**src/rtl/spi_target_sync.sv**
```systemverilog
// SPI target oversampled in the clk domain; turns write/read frames into one-cycle register-bus strobes.
// Define SPI_TARGET_ERR_CNT_EN to add the saturating err_cnt output.
module spi_target_sync #(
  parameter int ADDR_WIDTH = 8,
  parameter int DATA_WIDTH = 18
) (
  input  logic                  clk,
  input  logic                  rst_n,
  input  logic                  spi_clk,
  input  logic                  spi_csn,
  input  logic                  spi_mosi,
  output logic                  spi_miso,
  output logic                  reg_wr_en,
  output logic                  reg_rd_en,
  output logic [ADDR_WIDTH-1:0] reg_addr,
  output logic [DATA_WIDTH-1:0] reg_wdata,
  input  logic [DATA_WIDTH-1:0] reg_rdata
`ifdef SPI_TARGET_ERR_CNT_EN
  ,
  output logic [7:0]            err_cnt
`endif
);

  // state | meaning
  // IDLE  | waiting for CSN to fall
  // CMD   | shifting in the 2 opcode bits
  // ADDR  | shifting in address bits; read strobe on the last one
  // PAD   | turnaround bit, read data is loaded into the TX shifter
  // DATA  | shifting data in (write) or out on MISO (read)
  // DRAIN | frame finished or invalid; ignore SCK until CSN rises
  typedef enum logic [2:0] {IDLE, CMD, ADDR, PAD, DATA, DRAIN} state_e;

  localparam logic [1:0] OP_WR = 2'b10;
  localparam logic [1:0] OP_RD = 2'b01;
  localparam int MAXW = (ADDR_WIDTH > DATA_WIDTH) ? ADDR_WIDTH : DATA_WIDTH;
  localparam int CW   = $clog2(MAXW + 1);

  logic [1:0]            sck_s_q, csn_s_q, mosi_s_q;
  logic                  sck_prev_q;
  logic [1:0]            flush_q;
  logic                  arm_q;
  logic                  sck_s, csn_s, mosi_s, rise, fall;

  state_e                state_q, state_d;
  logic [CW-1:0]         cnt_q, cnt_d;
  logic [1:0]            op_q, op_d;
  logic [ADDR_WIDTH-1:0] addr_sh_q, addr_sh_d;
  logic [DATA_WIDTH-2:0] data_sh_q, data_sh_d;
  logic                  wr_en_q, wr_en_d, rd_en_q, rd_en_d;
  logic [ADDR_WIDTH-1:0] addr_q, addr_d;
  logic [DATA_WIDTH-1:0] wdata_q, wdata_d;
  logic [DATA_WIDTH-1:0] tx_q, tx_d;
  logic                  miso_q, miso_d;
  logic                  err_inc;

  assign sck_s  = sck_s_q[1];
  assign csn_s  = csn_s_q[1];
  assign mosi_s = mosi_s_q[1];
  assign rise   = sck_s & ~sck_prev_q;
  assign fall   = ~sck_s & sck_prev_q;

  // arm_q requires a genuine synchronized CSN high after reset, so a frame
  // interrupted by reset is not decoded from the middle.
  always_ff @(posedge clk or negedge rst_n) begin
    if (!rst_n) begin
      sck_s_q    <= 2'b00;
      csn_s_q    <= 2'b11;
      mosi_s_q   <= 2'b00;
      sck_prev_q <= 1'b0;
      flush_q    <= 2'b00;
      arm_q      <= 1'b0;
    end else begin
      sck_s_q    <= {sck_s_q[0], spi_clk};
      csn_s_q    <= {csn_s_q[0], spi_csn};
      mosi_s_q   <= {mosi_s_q[0], spi_mosi};
      sck_prev_q <= sck_s;
      flush_q    <= {flush_q[0], 1'b1};
      arm_q      <= arm_q | (flush_q[1] & csn_s);
    end
  end

  always_comb begin
    state_d   = state_q;
    cnt_d     = cnt_q;
    op_d      = op_q;
    addr_sh_d = addr_sh_q;
    data_sh_d = data_sh_q;
    wr_en_d   = 1'b0;
    rd_en_d   = 1'b0;
    addr_d    = addr_q;
    wdata_d   = wdata_q;
    tx_d      = tx_q;
    miso_d    = miso_q;
    err_inc   = 1'b0;
    if (rd_en_q) tx_d = reg_rdata;
    if (csn_s) begin
      // CSN high beats any same-cycle bit event, so a late CSN kills the strobe
      if (state_q != IDLE) begin
        state_d = IDLE;
        tx_d    = '0;
        miso_d  = 1'b0;
        if (state_q != DRAIN) err_inc = 1'b1;
      end
    end else begin
      unique case (state_q)
        IDLE: begin
          if (arm_q) begin
            state_d = CMD;
            cnt_d   = CW'(1);
          end
        end
        CMD: begin
          if (rise) begin
            op_d  = {op_q[0], mosi_s};
            cnt_d = cnt_q - CW'(1);
            if (cnt_q == '0) begin
              if (op_d == OP_WR || op_d == OP_RD) begin
                state_d = ADDR;
                cnt_d   = CW'(ADDR_WIDTH - 1);
              end else begin
                state_d = DRAIN;
                err_inc = 1'b1;
              end
            end
          end
        end
        ADDR: begin
          if (rise) begin
            addr_sh_d = {addr_sh_q[ADDR_WIDTH-2:0], mosi_s};
            cnt_d     = cnt_q - CW'(1);
            if (cnt_q == '0) begin
              state_d = PAD;
              if (op_q == OP_RD) begin
                rd_en_d = 1'b1;
                addr_d  = addr_sh_d;
              end
            end
          end
        end
        PAD: begin
          if (rise) begin
            state_d = DATA;
            cnt_d   = CW'(DATA_WIDTH - 1);
            miso_d  = 1'b0;
          end
        end
        DATA: begin
          if (rise) begin
            data_sh_d = {data_sh_q[DATA_WIDTH-3:0], mosi_s};
            cnt_d     = cnt_q - CW'(1);
            if (cnt_q == '0) begin
              state_d = DRAIN;
              if (op_q == OP_WR) begin
                wr_en_d = 1'b1;
                addr_d  = addr_sh_q;
                wdata_d = {data_sh_q, mosi_s};
              end
            end
          end
          if (fall && op_q == OP_RD) begin
            miso_d = tx_q[DATA_WIDTH-1];
            tx_d   = {tx_q[DATA_WIDTH-2:0], 1'b0};
          end
        end
        DRAIN: ;
        default: state_d = IDLE;
      endcase
    end
  end

  always_ff @(posedge clk or negedge rst_n) begin
    if (!rst_n) begin
      state_q   <= IDLE;
      cnt_q     <= '0;
      op_q      <= 2'b00;
      addr_sh_q <= '0;
      data_sh_q <= '0;
      wr_en_q   <= 1'b0;
      rd_en_q   <= 1'b0;
      addr_q    <= '0;
      wdata_q   <= '0;
      tx_q      <= '0;
      miso_q    <= 1'b0;
    end else begin
      state_q   <= state_d;
      cnt_q     <= cnt_d;
      op_q      <= op_d;
      addr_sh_q <= addr_sh_d;
      data_sh_q <= data_sh_d;
      wr_en_q   <= wr_en_d;
      rd_en_q   <= rd_en_d;
      addr_q    <= addr_d;
      wdata_q   <= wdata_d;
      tx_q      <= tx_d;
      miso_q    <= miso_d;
    end
  end

  assign spi_miso  = miso_q & (state_q == DATA) & (op_q == OP_RD);
  assign reg_wr_en = wr_en_q;
  assign reg_rd_en = rd_en_q;
  assign reg_addr  = addr_q;
  assign reg_wdata = wdata_q;

`ifdef SPI_TARGET_ERR_CNT_EN
  logic [7:0] err_q;

  always_ff @(posedge clk or negedge rst_n) begin
    if (!rst_n) begin
      err_q <= 8'h00;
    end else if (err_inc && err_q != 8'hFF) begin
      err_q <= err_q + 8'h01;
    end
  end

  assign err_cnt = err_q;
`else
  logic unused_err_inc;
  assign unused_err_inc = err_inc;
`endif

endmodule

```
**config.mk**
```make
export PLATFORM = sky130hd
export DESIGN_NAME = spi_target_sync
export DESIGN_NICKNAME = d
export VERILOG_FILES = /design/src/rtl/spi_target_sync.sv
export SDC_FILE = /design/constraint.sdc
export NUM_CORES = 1
export LEC_CHECK = 0
export ABC_AREA = 0
export CAP_MARGIN = 20
export CORE_ASPECT_RATIO = 1.2
export CORE_MARGIN = 3
export CORE_UTILIZATION = 55
export DETAILED_ROUTE_END_ITERATION = 16
export PLACE_DENSITY = 0.77
export SETUP_SLACK_MARGIN = 0.3
export SLEW_MARGIN = 10
export SYNTH_ARGS = -nofsm -noshare
export SYNTH_HDL_FRONTEND = slang
export SYNTH_SLANG_ARGS = --single-unit
```
**constraint.sdc**
```tcl
create_clock -name clk -period 2.95 [get_ports clk]
set_input_delay 0.4425 -clock clk [delete_from_list [all_inputs] [get_ports clk]]
set_output_delay 0.4425 -clock clk [all_outputs]
set_load 0.05 [all_outputs]
```
## After elaboration in Yosys (flattened, before gate mapping)

Cells that the tools add are included.
Widths: inputs -> output; s select.

- Reductions and logical operators: 17
- $add $sub $neg: 1
- Muxes and demuxes: 46
- Bitwise logic cells: 9
- Eq/ne operators: 30

Operators with widths:

| operator | count |
|---|---|
| $mux 18 | 5 |
| $mux 8 | 6 |
| $mux 3 | 11 |
| $mux 5 | 6 |
| $ne 3x3->1 const B | 9 |
| $ne 2x2->1 const B | 10 |
| $pmux 5 s4 | 1 |
| $pmux 3 s6 | 1 |
| $pmux 8 s2 | 1 |
| $mux 1 | 14 |
| $reduce_and 10->1 | 1 |
| $reduce_and 3->1 | 3 |
| $reduce_and 8->1 | 1 |
| $eq 3x2->1 const B | 2 |
| $eq 3x3->1 const B | 2 |
| $reduce_and 6->1 | 1 |
| $reduce_bool 3->1 | 2 |
| $and 1x1->1 | 5 |
| $logic_not 5->1 | 1 |
| $reduce_and 5->1 | 1 |
| $sub 5x1->5 const B | 1 |
| $eq 2x1->1 const B | 2 |
| $eq 2x2->1 const B | 2 |
| $ne 2x1->1 const B | 2 |
| 11 further kinds | 13 |

- Flip-flop bits (word level): 92
- Word-level logic and storage cells: 120
- Input port bits: 23
- Output and inout port bits: 29

## Depth between registers and ports, before layout

- Depth after elaboration: 7
- Depth in mapped cells: 10
- Depth with buffers taken out: 7

## Worst setup path before layout

Ideal clock, no wire load.

- Path kind: reg-to-output
- Start point: reg state_q[0]
- End point: out spi_miso
- Data required time: 2508 ps
- Arrival: 2119 ps
- Cell stages (with the launch flop): 5
- Slack: 388 ps
- Buffers on the path: 2
- Cells stage by stage: dfrtp_1 buf_2 or3b_1 clkbuf_1 nor3_1

- Longest elaborated chain between the ends: 3

Ends and longest elaborated chain:

| item | RTL line | text |
|---|---|---|
| start: declaration | 44 | `state_e state_q, state_d;` |
| start signal: assignment | 185 | `state_q <= state_d;` |
| $eq 3x3->1 | 199 | `assign spi_miso = miso_q & (state_q == DATA) & (op_q == OP_RD);` |
| $and 1x1->1 (2 in a row) | 199 |  |
| end: declaration | 12 | `output logic spi_miso,` |

Every way passes these cells.

## Final worst setup path

Ends and elaborated chain as after synthesis.

==> impl_metrics.env <==
export IMPL_r2r_end="reg_wdata[0]"
export IMPL_dp_slack_ps=617
export IMPL_async_reset_ff_frac=1.00
export IMPL_root_buffer="clkbuf_8"
export IMPL_p_per_area_nw_per_um2=546
export IMPL_synth_ff_latch_count=92
export IMPL_rsz0062_at_grt="no"
export IMPL_cp_max_fo=19
export IMPL_ys_warn_count=0
export IMPL_place_hpwl_mm=5.12
export IMPL_wl_mm=7.58
export IMPL_cts_tree="built"
export IMPL_die_w_microns=84.2
export IMPL_dp_cells=494
export IMPL_arrival_ps=2020
export IMPL_maxCapViolations=0
export IMPL_hold_class="input pin to async pin"
export IMPL_ant_nets=0
export IMPL_fp_row_count=33
export IMPL_grt_pass1_wl_mm=13.4
export IMPL_min_period_ps=2460
export IMPL_synth_edf_count=0
export IMPL_place_congestion=0.873
export IMPL_slew_headroom=0.435
export IMPL_core_area_sq_um=6980
export IMPL_cts_buffer_depth=2
export IMPL_layout_nets=443
export IMPL_numCtsBuffers=9
export IMPL_grt_antenna_before_repair=0
export IMPL_antenna_cells=0
export IMPL_regToRegSetupSlack_ps=600
export IMPL_die_y_microns=99.9
export IMPL_grt_max_degree=93
export IMPL_num_vias=2842
export IMPL_stdcell_count=510
export IMPL_netlist_area_sq_um=4040
export IMPL_io_buffers=51
export IMPL_whs_ps=25.3
export IMPL_setup_viol_count_final=0
export IMPL_drtIter0Drc=196
export IMPL_worstSetupStartpointType="register"
export IMPL_ir_drop_uv=523
export IMPL_p_total_mw=2.61
export IMPL_cts_resized_gates=0
export IMPL_clkLatencyLatePin_ps=360
export IMPL_finalClockSkew_ps=7.73
export IMPL_r2r_start="cnt_q[0]"
export IMPL_fin_area_sq_um=4790
export IMPL_cts_setup_buffers=0
export IMPL_end_kind="output port"
export IMPL_layout_area_overhead_vs_synth_pct=18.6
export IMPL_gr_total_overflow=0
export IMPL_final_cell_mix="dfrtp_1, nand2_1, clkdlybuf4s50_1"
export IMPL_finalHoldViolations=0
export IMPL_drtPass1Iterations=4
export IMPL_viasPerCell=5.57
export IMPL_grtUsageTotal=0.197
export IMPL_p_leak_nw=2.18
export IMPL_tightestPinTransition_ps=842
export IMPL_rr_worst_depth=5
export IMPL_dieArea_sq_um=8410
export IMPL_ys_types=46
export IMPL_max_freq_mhz=406
export IMPL_finalCritPeriodShare=0.835
export IMPL_initial_utilization=0.579
export IMPL_clkTransAtPathRegs_ps=90
export IMPL_outcome="finished clean"
export IMPL_layout_setup_ws_ps=486
export IMPL_syn_nets=397
export IMPL_cts_hold_buf=0
export IMPL_mostFrequentLayoutCell="dfrtp_1"
export IMPL_ys_flop_type="dfrtp_1"
export IMPL_synth_seq_area_share=0.570
export IMPL_numClockSinks=92
export IMPL_io_pins=52
export IMPL_drive_above_1_share=0.137
export IMPL_tns_ps=0
export IMPL_cp_required_ps=2510
export IMPL_grt_pass1_vias=2840
export IMPL_final_util=0.687
export IMPL_drt_wirelength_per_cell_microns=14.9
export IMPL_drc=0
export IMPL_synthCells=373
export IMPL_drv_slew=0
export IMPL_worstSetupPathType="register to output port"
export IMPL_avgSynthCellArea_sq_um=10.8
export IMPL_place_area_sq_um=4590
export IMPL_cts_htree_levels=3
## synth_stat cells, types with 2 or more instances
master      n  area [sq um]
a21o_1      3          22.5
a21oi_1     7          35.0
a2bb2oi_1   2          17.5
buf_2       8          40.0
buf_6       2          22.5
clkbuf_1   12          45.0
dfrtp_1    90          2250
dfstp_2     2          52.6
inv_1       6          22.5
mux2_2     27           304
mux2i_1    27           270
nand2_1    86           323
nand2b_1    5          31.3
nand3_1     8          40.0
nand4_1     2          12.5
nor2_1     11          41.3
nor2b_1     2          12.5
nor3_1      4          20.0
nor3b_1     3          22.5
o21ai_0    23           115
o21ai_1    13          65.1
o22ai_1     2          12.5
or3b_1      2          17.5
xnor2_1     3          26.3
xor2_1      2          17.5
## routing by layer
layer | wire [microns] | part of all wire | GRT usage
met5 | 0 | 0 | 0
met3 | 356 | 0.047 | 0.0435
met1 | 3400 | 0.45 | 0.263
met4 | 161 | 0.021 | 0.0866
met2 | 3660 | 0.48 | 0.312
## how the worst max path moves through the flow
stage / startpoint / to
2_1_floorplan: state_q[0] / spi_miso
3_3_place_gp: cnt_q[0] / reg_wdata[0]
3_5_place_dp: cnt_q[0] / reg_wdata[0]
4_1_cts: state_q[0] / spi_miso
5_1_grt: state_q[0] / spi_miso
6_report: state_q[0] / spi_miso
## sequential cells by signal, summed over array words and instances, names as in the netlist
name	flops
reg_wdata	18
tx_q	18
data_sh_q	17
addr_sh_q	8
reg_addr	8
cnt_q	5
state_q	3
csn_s_q	2
flush_q	2
mosi_s_q	2
op_q	2
sck_s_q	2
arm_q	1
miso_q	1
reg_rd_en	1
reg_wr_en	1
sck_prev_q	1
## worst max-delay path: stages (launching register included)
cell     delay, ps
dfrtp_1        600
or3b_1         640
nor3_1         200
buf_4          230
## cell type report
type	instances	area [sq um]
well taps	87	109
multi-input cells	251	1590
repair buffers	59	586
clock buffers	10	138
fillers	551	2190
clock inverters	5	37.5
flip-flops and latches	92	2300
inverters	6	22.5
## where the power goes
group          switching, mW  total (mW)  internal, mW
Clock                  0.426       0.753         0.327
Sequential            0.0939        1.41          1.32
Combinational          0.259       0.447         0.187
## cell families after synthesis
| group | Yosys count | share of synthesized area |
|---|---|---|
| DFF | 92 | 0.570 |
| muxes | 55 | 0.146 |
| and+or+nand+nor | 130 | 0.149 |
| adders and majority gates | 1 | 0.00310 |
| xor gates and xnor gates | 5 | 0.0108 |
| other | 1 | 0.000928 |
| buffers and inverters | 30 | 0.0350 |
| AOI/OAI and AO/OA | 59 | 0.0852 |
Power figures use the tool's default switching activity.
